$ cat src/rtl/act_packer_pkg.sv
// rtl/act_packer_pkg.sv - shared widths, FIFO entry type and requantization helpers
package act_packer_pkg;

   localparam int IN_W       = 21;
   localparam int OUT_W      = 8;
   localparam int LANES      = 4;
   localparam int FIFO_DEPTH = 4;
   localparam int LANE_W     = $clog2(LANES);

   typedef struct packed {
      logic [LANES*OUT_W-1:0] data;
      logic [LANES-1:0]       keep;
      logic                   last;
   } fifo_entry_t;

   // Right shift with round-half-to-even; result stays IN_W wide so saturation can see overflow.
   function automatic logic [IN_W-1:0] round_shift(input logic [IN_W-1:0] d, input logic [3:0] s);
      logic [IN_W-1:0] q0;
      logic [IN_W-1:0] mask;
      logic            g;
      logic            r;
      logic            st;
      logic [IN_W-1:0] res;
      if (s == 4'd0) begin
         res = d;
      end else begin
         q0   = d >> s;
         g    = d[s];
         r    = d[s - 4'd1];
         mask = (IN_W'(1) << (s - 4'd1)) - IN_W'(1);
         st   = |(d & mask);
         res  = q0 + IN_W'(r && (st || g));
      end
      return res;
   endfunction

   function automatic logic [OUT_W-1:0] saturate(input logic [IN_W-1:0] q);
      return (q > IN_W'(255)) ? {OUT_W{1'b1}} : q[OUT_W-1:0];
   endfunction

   function automatic logic [OUT_W-1:0] requantize(input logic [IN_W-1:0] d, input logic [3:0] s);
      return saturate(round_shift(d, s));
   endfunction

endpackage

$ cat src/rtl/act_packer_if.sv
// rtl/act_packer_if.sv - activation input stream and packed-word output stream
interface act_packer_if;

   logic                                                    i_valid;
   logic                                                    i_ready;
   logic [act_packer_pkg::IN_W-1:0]                         i_data;
   logic                                                    i_last;
   logic [3:0]                                              i_shift;
   logic                                                    o_valid;
   logic                                                    o_ready;
   logic [act_packer_pkg::LANES*act_packer_pkg::OUT_W-1:0]  o_data;
   logic [act_packer_pkg::LANES-1:0]                        o_keep;
   logic                                                    o_last;

   modport slave (
      input  i_valid, i_data, i_last, i_shift, o_ready,
      output i_ready, o_valid, o_data, o_keep, o_last
   );

   modport master (
      output i_valid, i_data, i_last, i_shift, o_ready,
      input  i_ready, o_valid, o_data, o_keep, o_last
   );

endinterface

$ cat src/rtl/act_packer_fifo.sv
// rtl/act_packer_fifo.sv - generic synchronous FIFO, power-of-two depth, head shown on rdata
module act_packer_fifo #(
   parameter int WIDTH = 8,
   parameter int DEPTH = 4
) (
   input  logic                       clk,
   input  logic                       rst,
   input  logic                       push,
   input  logic                       pop,
   input  logic [WIDTH-1:0]           wdata,
   output logic [WIDTH-1:0]           rdata,
   output logic                       full,
   output logic                       empty,
   output logic [$clog2(DEPTH+1)-1:0] count
);

   localparam int AW = (DEPTH > 1) ? $clog2(DEPTH) : 1;
   localparam int CW = $clog2(DEPTH + 1);

   logic [WIDTH-1:0] mem [DEPTH];
   logic [AW-1:0]    wr_ptr;
   logic [AW-1:0]    rd_ptr;
   logic             do_push;
   logic             do_pop;

   assign full    = (count == CW'(DEPTH));
   assign empty   = (count == '0);
   assign do_push = push && !full;
   assign do_pop  = pop && !empty;
   assign rdata   = mem[rd_ptr];

   // Storage is reset so the head reads as zero out of reset.
   always_ff @(posedge clk or posedge rst) begin
      if (rst) begin
         wr_ptr <= '0;
         rd_ptr <= '0;
         count  <= '0;
         for (int i = 0; i < DEPTH; i++) mem[i] <= '0;
      end else begin
         if (do_push) begin
            mem[wr_ptr] <= wdata;
            wr_ptr      <= wr_ptr + AW'(1);
         end
         if (do_pop) rd_ptr <= rd_ptr + AW'(1);
         case ({do_push, do_pop})
            2'b10:   count <= count + CW'(1);
            2'b01:   count <= count - CW'(1);
            default: count <= count;
         endcase
      end
   end

endmodule

$ cat src/rtl/act_packer.sv
// rtl/act_packer.sv - requantize/saturate activations, pack LANES per word, buffer in FIFO
// Optional saturation counter port o_sat_cnt when ACT_PACKER_STATS_EN is defined.
module act_packer
   import act_packer_pkg::*;
#(
   parameter int DEPTH = FIFO_DEPTH
) (
   input  logic          clk,
   input  logic          rst,
   act_packer_if.slave   bus
`ifdef ACT_PACKER_STATS_EN
   ,
   output logic [15:0]   o_sat_cnt
`endif
);

   localparam int CW = $clog2(DEPTH + 1);

   typedef enum logic {
      FILL,
      LAST_LANE
   } state_t;

   state_t                 state;
   logic [LANE_W-1:0]      lane;
   logic [LANES*OUT_W-1:0] asm_data;
   logic [LANES-1:0]       asm_keep;

   logic                   accept;
   logic                   complete;
   logic [IN_W-1:0]        q;
   logic [OUT_W-1:0]       lane_val;
   fifo_entry_t            push_entry;
   fifo_entry_t            head;
   logic                   fifo_full;
   logic                   fifo_empty;
   logic [CW-1:0]          fifo_count;

   assign bus.i_ready = (fifo_count < CW'(DEPTH));
   assign accept      = bus.i_valid && bus.i_ready;
   assign q           = round_shift(bus.i_data, bus.i_shift);
   assign lane_val    = saturate(q);
   assign complete    = accept && ((state == LAST_LANE) || bus.i_last);

   // The word pushed on completion already includes the lane being accepted this cycle.
   always_comb begin
      push_entry                              = '0;
      push_entry.data                         = asm_data;
      push_entry.data[lane*OUT_W +: OUT_W]    = lane_val;
      push_entry.keep                         = asm_keep;
      push_entry.keep[lane]                   = 1'b1;
      push_entry.last                         = bus.i_last;
   end

   always_ff @(posedge clk or posedge rst) begin
      if (rst) begin
         state    <= FILL;
         lane     <= '0;
         asm_data <= '0;
         asm_keep <= '0;
      end else if (accept) begin
         if (complete) begin
            state    <= FILL;
            lane     <= '0;
            asm_data <= '0;
            asm_keep <= '0;
         end else begin
            state    <= (lane == LANE_W'(LANES - 2)) ? LAST_LANE : FILL;
            lane     <= lane + LANE_W'(1);
            asm_data <= push_entry.data;
            asm_keep <= push_entry.keep;
         end
      end
   end

   act_packer_fifo #(
      .WIDTH ($bits(fifo_entry_t)),
      .DEPTH (DEPTH)
   ) u_fifo (
      .clk   (clk),
      .rst   (rst),
      .push  (complete && !fifo_full),
      .pop   (bus.o_ready),
      .wdata (push_entry),
      .rdata (head),
      .full  (fifo_full),
      .empty (fifo_empty),
      .count (fifo_count)
   );

   assign bus.o_valid = !fifo_empty;
   assign bus.o_data  = head.data;
   assign bus.o_keep  = head.keep;
   assign bus.o_last  = head.last;

`ifdef ACT_PACKER_STATS_EN
   always_ff @(posedge clk or posedge rst) begin
      if (rst) begin
         o_sat_cnt <= '0;
      end else if (accept && (q > IN_W'(255)) && (o_sat_cnt != 16'hFFFF)) begin
         o_sat_cnt <= o_sat_cnt + 16'd1;
      end
   end
`endif

endmodule

$ cat src/flat_wrapper.sv
// flat-port wrapper written by rule: the top's interface ports become plain ports
module act_packer_flat import act_packer_pkg::*;
#(
   parameter int DEPTH = FIFO_DEPTH
)
  (clk, rst, bus_i_valid, bus_i_data, bus_i_last, bus_i_shift, bus_o_ready, bus_i_ready, bus_o_valid, bus_o_data, bus_o_keep, bus_o_last);
  act_packer_if bus_i ();
  input  logic clk;
  input  logic rst;
  input wire logic [$bits(bus_i.i_valid)-1:0] bus_i_valid;
  input wire logic [$bits(bus_i.i_data)-1:0] bus_i_data;
  input wire logic [$bits(bus_i.i_last)-1:0] bus_i_last;
  input wire logic [$bits(bus_i.i_shift)-1:0] bus_i_shift;
  input wire logic [$bits(bus_i.o_ready)-1:0] bus_o_ready;
  output wire logic [$bits(bus_i.i_ready)-1:0] bus_i_ready;
  output wire logic [$bits(bus_i.o_valid)-1:0] bus_o_valid;
  output wire logic [$bits(bus_i.o_data)-1:0] bus_o_data;
  output wire logic [$bits(bus_i.o_keep)-1:0] bus_o_keep;
  output wire logic [$bits(bus_i.o_last)-1:0] bus_o_last;
  assign bus_i.i_valid = bus_i_valid;
  assign bus_i.i_data = bus_i_data;
  assign bus_i.i_last = bus_i_last;
  assign bus_i.i_shift = bus_i_shift;
  assign bus_i.o_ready = bus_o_ready;
  assign bus_i_ready = bus_i.i_ready;
  assign bus_o_valid = bus_i.o_valid;
  assign bus_o_data = bus_i.o_data;
  assign bus_o_keep = bus_i.o_keep;
  assign bus_o_last = bus_i.o_last;
  act_packer #(.DEPTH(DEPTH)) u_core (.clk(clk), .rst(rst), .bus(bus_i));
endmodule
$ cat config.mk
export PLATFORM = sky130hd
export DESIGN_NAME = act_packer_flat
export DESIGN_NICKNAME = d
export VERILOG_FILES = /design/src/rtl/act_packer_pkg.sv /design/src/rtl/act_packer_if.sv /design/src/rtl/act_packer_fifo.sv /design/src/rtl/act_packer.sv /design/src/flat_wrapper.sv
export SDC_FILE = /design/constraint.sdc
export NUM_CORES = 1
export LEC_CHECK = 0
export CAP_MARGIN = 20
export CORE_MARGIN = 4
export CORE_UTILIZATION = 35
export CTS_CLUSTER_SIZE = 10
export DETAILED_ROUTE_END_ITERATION = 8
export RECOVER_POWER = 25
export REMOVE_ABC_BUFFERS = 1
export SLEW_MARGIN = 10
export SYNTH_ARGS = -nofsm -noshare
export SYNTH_HDL_FRONTEND = slang
export SYNTH_HIERARCHICAL = 1
export SYNTH_SLANG_ARGS = --single-unit
$ cat constraint.sdc
create_clock -name clk -period 15.3 [get_ports clk]
set_input_delay 3.825 -clock clk [delete_from_list [all_inputs] [get_ports clk]]
set_output_delay 3.825 -clock clk [all_outputs]
set_load 0.05 [all_outputs]
==> flow_summary_export.csv <==
group,metric,value,unit
worst_hold_path,hold_path.class,"reg2reg",
timing,min_period_over_period,0.6102,
placed_design,place.gp.congestion,0.8924,
routing,dr.pass1.iters,7,
cts,cts_tree,"yes",
setup_path,startpoint,"bus_i_shift[0]",
cts,clk_pin_slew,0.07,ns
cts,clockBufferDepth,2,
global_route,use_met3,0.02916,
setup_path,regToRegSetupSlack,12.27,ns
setup_path,regToRegStartpoint,"u_core/lane[0]$_DFFE_PP0P_",
synthesis,syn-cell-area,12260,sq um
synthesis,synth_top_family_by_area,"multiplexers",
synthesis,muxShareOfSynthArea,0.2702,
cts,root_buffer,"clkbuf_16",
synthesis,synthXorXnorAreaFrac,0.01143,
setup_path,slowest_delay,0.58,ns
synthesis,ys_types,77,
floorplan,initial_core_util,0.3550,
pwr,p_per_area,141.9,nW/um^2
timing,finalClockSkew,0.01171,ns
timing,hold_viol_final,0,
timing,setup_viol,0,
routing,viasPerCell,5.732,
setup_path,cp_slowest_cell,"buf_4",
global_route,grt_pass1_wl,50830,um
synthesis,synth_edf_count,0,
setup_path,crit_path_frequent_cell,"buf_4",
global_route,grt-busiest-layer,"met2",
floorplan,fp.dieW,195.2,um
cts,numCtsBuffers,17,
floorplan,die_area,38100,sq um
cts,clk_latency,0.43,ns
synthesis,ys_ff_latch,194,
status,status,"complete, but fails checks",
synthesis,avgSynthCellArea,11.16,sq um
routing,ant_nets,0,
cts,cts_max_level,4,
synthesis,synth_flop_cell,"dfrtp_1",
cts,cts_sinks,194,
floorplan,core.rowCount,68,
timing,slew_headroom,-1.312,
cells_and_area,area_growth,12.43,%
cells_and_area,n_antenna_cell,0,
timing,holdWs,0.5023,ns
setup_path,r2r-end,"u_core/asm_data[2]$_DFFE_PP0P_",
cells_and_area,drive_gt1_frac,0.2576,
global_route,grtUsageMet1,0.2234,
placed_design,place_inst,1565,
global_route,grt_pass1_vias,9104,
synthesis,synth-adder-area-share,0.02204,
setup_path,path_max_fanout,64,
setup_path,endpoint,"u_core/u_fifo/mem[136]$_DFFE_PP0P_",
global_route,grt_overflow,0,
timing,drv_slew,118,
placed_design,post-dp-hpwl,20570,um
routing,wl_per_cell,19.64,um
cells_and_area,layout_common_cells,"dfrtp_1 (192), mux2_2 (149), a21oi_1 (97)",
global_route,grt_max_degree,80,
setup_path,cp.arrival,9.66,ns
global_route,grt_use_met2,0.2667,
timing,finalCriticalPeriod,9.336,ns
synthesis,yosysSeqAreaShare,0.3959,
synthesis,ys_warn_count,6,
synthesis,syn_inst,1099,
cts,post_cts_resized,0,
placed_design,port_buffers,68,
setup_path,critical_path_class,"in2reg",
setup_path,ff2ff_path_depth,7,
routing,routed_wl,31420,um
floorplan,die_h,195.2,um
pwr,leakagePower,5.846,nW
cells_and_area,stdcell_count,1600,
setup_path,cp_cell_sequence,"clkdlybuf4s50_1 > buf_4 > inv_1 > ha_1 > xor2_1 > buf_4 > mux2i_1 > mux2_2 > nor2_1 > ha_1 > o211ai_4 > or4_4 > a2111oi_4 > nor3_2 > nor4_4 > buf_4 > a31oi_1 > mux2_2",
timing,rsz0062_at_grt,"no",
routing,vias,9171,
routing,drt-initial-drc-count,775,
timing,worst_slew_pin_slew,3.449,ns
routing,drc_errors,0,
floorplan,io_pins,69,
timing,finalSetupTns,0,ns
status,failed_checks,"capacitance limit, slew limit",
floorplan,coreArea,34540,sq um
pwr,irDropWorstVdd,0.1328,mV
setup_path,critical_path_required,15.62,ns
synthesis,async_flop_share,1.000,
global_route,antenna_found_initial,0,
timing,clock.fmax,107.1,MHz
global_route,track_usage,0.1623,
synthesis,synth_simple_gate_area_frac,0.1078,
pwr,total_power,1.956,mW
cts,cts_hold_buf,0,
cells_and_area,nets,1183,
cells_and_area,mostFrequentLayoutCell,"dfrtp_1",
cells_and_area,fin_util,0.3991,
setup_path,cp-start-kind,"input pin",
setup_path,cp-end-kind,"flop",
synthesis,synth_compound_area_frac,0.1452,
cts,cts_setup_buffers,0,
flow_run,cap_violations,2,
## through the flow
step                      worst slack, ns  cell area (sq um)
after detailed placement            5.576              13170
after CTS                           6.044              13750
after floorplan                     5.712              11770
after global routing                5.654              13790
final                               5.964              13790
after global placement              5.659              13170
## layer usage
| layer | routed length (um) | vias to the layer above |
|---|---|---|
| li1 | - | 4223 |
| met1 | 14250 | 4676 |
| met5 | 0 | - |
| met3 | 1283 | 36 |
| met2 | 15400 | 236 |
| met4 | 490 | 0 |
## critical path: cells and delay by family
kind                       cells  cell delay (ns)
adders and majority gates      2             0.73
and+or+nand+nor                4             1.03
xor gates and xnor gates       1             0.17
AOI/OAI and AO/OA              3             0.91
muxes                          3             0.82
buffers and inverters          5             2.09
## where the power goes
group | internal [mW] | switching (mW)
Clock | 0.235 | 0.210
Sequential | 0.619 | 0.0874
Combinational | 0.335 | 0.470
## Yosys cell counts, types with 7 or more instances
library cell	n	area, sq um
dfrtp_1	194	4855
clkbuf_1	31	116.4
a41oi_1	12	105.1
nor2_1	66	247.7
o21ai_1	9	45.04
nand3_1	14	70.07
nor2b_1	31	193.9
xnor2_1	11	96.34
nor4_1	8	50.05
o21ai_0	19	95.09
nand4_1	9	56.30
nand2_1	68	255.2
mux2i_1	22	220.2
inv_1	24	90.09
ha_1	20	250.2
buf_2	7	35.03
buf_6	21	236.5
a21boi_0	10	75.07
and3_1	8	50.05
buf_1	11	41.29
a31oi_1	59	369.1
mux4_2	55	1239
a21oi_1	97	485.5
mux2_4	11	165.2
o31ai_1	9	67.56
mux2_2	149	1678
nor3_1	14	70.07
## worst min-delay path by stage
stage	cells past startpoint	slack, ns	start	end
2_1_floorplan	1	0.48	u_core/u_fifo/mem[37]$_DFFE_PP0P_	u_core/u_fifo/mem[37]$_DFFE_PP0P_
3_3_place_gp	1	0.48	u_core/u_fifo/mem[38]$_DFFE_PP0P_	u_core/u_fifo/mem[38]$_DFFE_PP0P_
3_5_place_dp	1	0.49	u_core/u_fifo/mem[64]$_DFFE_PP0P_	u_core/u_fifo/mem[64]$_DFFE_PP0P_
4_1_cts	1	0.51	u_core/u_fifo/mem[43]$_DFFE_PP0P_	u_core/u_fifo/mem[43]$_DFFE_PP0P_
5_1_grt	1	0.51	u_core/u_fifo/mem[64]$_DFFE_PP0P_	u_core/u_fifo/mem[64]$_DFFE_PP0P_
6_report	1	0.50	u_core/u_fifo/mem[49]$_DFFE_PP0P_	u_core/u_fifo/mem[49]$_DFFE_PP0P_
## state kept, by name, summed over array words and instances, names as in the netlist
| signal | count |
|---|---|
| u_core/asm_keep | 4 |
| u_core/asm_data | 32 |
| u_core/lane | 2 |
| u_core/state | 1 |
| u_core/u_fifo/rd_ptr | 2 |
| u_core/u_fifo/count | 3 |
| u_core/u_fifo/wr_ptr | 2 |
| u_core/u_fifo/mem | 148 |
## cell type report
type                            instances  area [sq um]
Sequential cell                       194          4857
Fill cell                            3397         20760
Clock inverter                         14         142.6
Timing Repair Buffer                   89         844.6
Multi-Input combinational cell        806          6843
Inverter                               24         91.34
Tap cell                              455         569.3
Clock buffer                           18         439.2
## cells by family (layout without fill, tap and decap cells)
family                     Yosys count  after routing
buffers and inverters               99            145
and+or+nand+nor                    258            258
xor gates and xnor gates            16             16
muxes                              238            238
AOI/OAI and AO/OA                  273            273
DFF                                194            194
adders and majority gates           21             21
Note: power is estimated with default switching activity, not from simulation.
